[src/rtl/frac_mult_pipe_ccff.sv]
// frac_mult_pipe_ccff: pipelined fracturable multiplier/accumulator whose modes come from a local config chain
//   prog_clk/pResetn      : clock, asynchronous active-low reset
//   config_enable/ccff_*  : shift the 3-bit mode chain {ACC,SIGNED,FRAC}; datapath flushed while shifting
//   in_valid/acc_clr/a/b  : sample input, acc_clr restarts the accumulator for that sample
//   out_valid/y           : one-cycle pulse when y (product or running sum) updates
module frac_mult_pipe_ccff #(
  parameter int WIDTH       = 18,
  parameter int PIPE_STAGES = 2,
  parameter int CFG_BITS    = 3
) (
  input  logic                 prog_clk,
  input  logic                 pResetn,
  input  logic                 config_enable,
  input  logic                 ccff_head,
  output logic                 ccff_tail,
  input  logic                 in_valid,
  input  logic                 acc_clr,
  input  logic [WIDTH-1:0]     a,
  input  logic [WIDTH-1:0]     b,
  output logic                 out_valid,
  output logic [2*WIDTH-1:0]   y
);
  localparam int H  = WIDTH / 2;
  localparam int SW = 2 * WIDTH + 2;
  logic [CFG_BITS-1:0] cfg;
  logic frac, sgn, acc, keep;
  logic [2*WIDTH-1:0] ae, be, pf, prod, fp, full_sum, ynext;
  logic [WIDTH-1:0] alo, blo, ahi, bhi, plo, phi, slo, shi;
  logic [SW-1:0] s_in, s_out;
  assign frac = cfg[0];
  assign sgn = cfg[1];
  assign acc = cfg[2];
  assign ccff_tail = cfg[CFG_BITS-1];
  // Operands are extended to the product width first so one unsigned multiply
  // yields the correct two's-complement or unsigned result modulo the width.
  always_comb begin
    ae = {{WIDTH{sgn & a[WIDTH-1]}}, a};
    be = {{WIDTH{sgn & b[WIDTH-1]}}, b};
    alo = {{H{sgn & a[H-1]}}, a[H-1:0]};
    blo = {{H{sgn & b[H-1]}}, b[H-1:0]};
    ahi = {{H{sgn & a[WIDTH-1]}}, a[WIDTH-1:H]};
    bhi = {{H{sgn & b[WIDTH-1]}}, b[WIDTH-1:H]};
    pf = ae * be;
    plo = alo * blo;
    phi = ahi * bhi;
    prod = frac ? {phi, plo} : pf;
    s_in = {in_valid & ~config_enable, acc_clr, prod};
  end
  generate
    if (PIPE_STAGES == 1) begin : g_np
      assign s_out = s_in;
    end else begin : g_p
      logic [SW-1:0] rg [PIPE_STAGES-1];
      always_ff @(posedge prog_clk or negedge pResetn)
        if (!pResetn)
          for (int i = 0; i < PIPE_STAGES - 1; i++) rg[i] <= '0;
        else if (config_enable)
          for (int i = 0; i < PIPE_STAGES - 1; i++) rg[i] <= '0;
        else begin
          rg[0] <= s_in;
          for (int i = 1; i < PIPE_STAGES - 1; i++) rg[i] <= rg[i-1];
        end
      assign s_out = rg[PIPE_STAGES-2];
    end
  endgenerate
  // Lane sums are formed separately so no carry crosses the lane boundary.
  always_comb begin
    fp = s_out[2*WIDTH-1:0];
    keep = acc & ~s_out[SW-2];
    full_sum = (keep ? y : '0) + fp;
    slo = (keep ? y[WIDTH-1:0] : '0) + fp[WIDTH-1:0];
    shi = (keep ? y[2*WIDTH-1:WIDTH] : '0) + fp[2*WIDTH-1:WIDTH];
    ynext = frac ? {shi, slo} : full_sum;
  end
  always_ff @(posedge prog_clk or negedge pResetn)
    if (!pResetn) begin
      cfg <= '0;
      y <= '0;
      out_valid <= 1'b0;
    end else begin
      if (config_enable) cfg <= {cfg[CFG_BITS-2:0], ccff_head};
      out_valid <= s_out[SW-1] & ~config_enable;
      if (s_out[SW-1] & ~config_enable) y <= ynext;
    end
endmodule
[config.mk]
export PLATFORM = sky130hd
export DESIGN_NAME = frac_mult_pipe_ccff
export DESIGN_NICKNAME = d
export VERILOG_FILES = /design/src/rtl/frac_mult_pipe_ccff.sv
export SDC_FILE = /design/constraint.sdc
export NUM_CORES = 1
export LEC_CHECK = 0
export BUFFER_PORTS_ARGS = -buffer_cell sky130_fd_sc_hd__buf_4
export CAP_MARGIN = 20
export CORE_UTILIZATION = 55
export DETAILED_ROUTE_END_ITERATION = 12
export PLACE_DENSITY = 0.78
export SKIP_LAST_GASP = 1
export SYNTH_ARGS = -nofsm -noshare
export SYNTH_HDL_FRONTEND = slang
export SYNTH_SLANG_ARGS = --single-unit
[constraint.sdc]
create_clock -name prog_clk -period 7.2 [get_ports prog_clk]
set_input_delay 0.72 -clock prog_clk [delete_from_list [all_inputs] [get_ports prog_clk]]
set_output_delay 0.72 -clock prog_clk [all_outputs]
set_load 0.005 [all_outputs]
==> results.toml <==
[outcome]
status = "finished clean"

[cells_and_area]
drive_gt1_share_pct = 8.356
mostFrequentLayoutCell = "inv_1"
syn_to_final_growth_pct = 8.041
diodes = 0
final_cells = 3050
fin_nets = 3233
final_cell_mix = "544 x inv_1, 452 x fa_1, 290 x nand2_1"

[routing]
wl_per_cell_um = 17.78
vias = 16740
ant_nets = 0
drtPass1Iterations = 6
viasPerCell = 5.487
drc = 0
routed_wl_mm = 54.22
drt_iter0_drc = 1265

[clock_tree]
cts_tree = "built"
hold_buffers = 0
cts_inserted_buffers = 9
clock_tree.root_cell = "clkbuf_16"
clock_latency_ps = 340
cts_buffer_depth = 2
cts_max_level = 3
path_clk_slew_ps = 60
clock-sinks = 78

[logic_synthesis]
ys_async_sr_fraction_pct = 100.0
synthFlopType = "dfrtp_1"
netlist_area_um2 = 22210
syn-num-nets = 3162
synth-edff-count = 0
yosysWarnings = 0
ys_seq_elements = 78
postSynthCellCount = 2449
ys_seq_area_share_pct = 8.790
ys_types = 73
syn_avg_cell_area_um2 = 9.067

[floorplan]
rows = 73
dieArea_um2 = 41180
initial_core_util_pct = 55.89
die_h_um = 202.9
core_um2 = 39730
io-pin-count = 80
dieWidth_um = 202.9

[sta]
setup_slack_ps = 297.2
slew_violations = 0
hold-worst-slack_ps = 337.2
finalCriticalPeriod_ps = 6903
finalSetupViolations = 0
final.setup_skew_ps = 8.074
rsz0062_at_grt = "no"
hold_viol_final = 0
max_slew_margin_pct = 44.01
fin_crit_sh_pct = 95.87
worstMarginPinSlew_ps = 838.9
max_freq_mhz = 144.9

[worst_setup_path]
rrSetupSlack_ps = 380
r2r-start = "cfg[1]$_DFFE_PN0P_"
startpoint_type = "input pin"
critical_path_required_ps = 7460
arrival_ps = 7160
critical_path.max_fanout = 12
endpoint_kind = "register"
setup.worst_path.start = "b[1]"
path_class = "in -> reg"

[grt]
overflow = 0
grt_use_total_pct = 27.56
grt_pass1_vias = 17550
grt_pass1_wl_mm = 89.53
antenna_found_initial = 2
grt_start_max_net_pins = 79

[placement]
dp.cells = 3032
dp_hpwl_mm = 46.23
io_buffers = 79
gp_congestion = 0.9119
place_ws_ps = -120.8

[job]
cap_violations = 0

[min_path]
hold_class = "in -> async"
-- area by class of cell --
cell class,instances,area (µm²)
inverter,544,2042
timing repair buffer,157,1204
clock inverter,7,96.34
multi-input combinational,1730,17810
tap,525,656.9
fill,3410,15740
clock buffer,9,225.2
sequential,78,1953
-- critical path: stages --
cell and delay [ps]:
buf_4 190, nand2_1 110, fa_1 540, inv_1 50
fa_1 510, inv_1 50, fa_1 500, inv_1 50
fa_1 490, fa_1 510, fa_1 490, inv_1 60
fa_1 510, inv_1 40, ha_1 180, or3_2 470
o22ai_1 250, a211o_4 160, o21ai_2 70, a41o_1 270
o41a_1 320, or4_1 430, a31oi_2 170
-- worst paths after layout --
| path | endpoint | cells after the start |
|---|---|---|
| min | out_valid$_DFF_PN0_ | 1 |
| max reg2reg | g_p.rg[35]$_DFF_PN0_ | 21 |
| min in group prog_clk | y[4]$_DFFE_PN0P_ | 2 |
| max in group asynchronous | cfg[1]$_DFFE_PN0P_ | 2 |
| max | g_p.rg[35]$_DFF_PN0_ | 23 |
| min reg2reg | y[4]$_DFFE_PN0P_ | 2 |
-- state kept, by name, summed over array words and instances, names as in the netlist --
signal     count
out_valid      1
g_p.rg        38
y             36
cfg            3
-- layer usage --
metal | up-vias | wire, µm | GRT usage [%]
li1 | 7587 | - | -
met3 | 84 | 4369 | 4.831
met5 | - | 0 | 0
met4 | 0 | 1215 | 6.847
met1 | 8419 | 22900 | 37.71
met2 | 645 | 25730 | 45.56
-- cells in the mapped netlist, types with 3 or more instances --
master	count	area, µm²
a21o_1	33	247.7
nor2_1	91	341.6
o211ai_1	6	45.04
a21boi_0	4	30.03
inv_1	544	2042
clkbuf_8	4	55.05
or3_1	7	43.79
buf_1	4	15.01
nand2b_1	14	87.58
xnor2_1	77	674.4
a21oi_1	71	355.3
nor4_1	3	18.77
a211oi_1	12	90.09
and3_1	13	81.33
xor2_1	28	245.2
nor4b_1	3	26.28
dfrtp_1	78	1952
or2_2	13	81.33
o22ai_1	3	18.77
o21a_1	7	52.55
a31oi_1	8	50.05
a41oi_1	3	26.28
nor2b_1	20	125.1
o2111ai_1	4	35.03
o21ai_0	64	320.3
nor3_1	17	85.08
clkbuf_1	87	326.6
nand3_1	16	80.08
mux2i_1	3	30.03
nand4_1	5	31.28
o21ai_1	9	45.04
o31ai_1	4	30.03
and2_1	177	1107
ha_1	219	2740
fa_1	452	9049
nand2_1	290	1089
o21bai_1	11	82.58
-- stage by stage --
stage	cell area, µm²	utilization (%)	setup TNS, ps
floorplan	22210	-	0
global placement	23620	59.44	-12.38
detailed placement	23620	59.44	-120.8
CTS	23940	60.25	0
global route	23990	60.38	0
finish	23990	60.38	0
-- kinds of logic after synthesis --
| logic type | count (synthesis) | share of synthesized area, % |
|---|---|---|
| AO/OA/AOI/OAI | 269 | 7.815 |
| buffers and inverters | 641 | 11.12 |
| XOR/XNOR | 105 | 4.141 |
| adder cells (fa/ha/maj) | 671 | 53.09 |
| flip-flops | 78 | 8.790 |
| AND/OR/NAND/NOR | 680 | 14.81 |
| multiplexers | 5 | 0.2366 |
-- timing repair --
action,4_1_cts,5_1_grt
buffers inserted,0,1
gates resized for setup,0,6
setup endpoints to repair,0,2
Power is not shown: default switching activity piles up to over one toggle a cycle in this logic, so the estimate is an artifact.
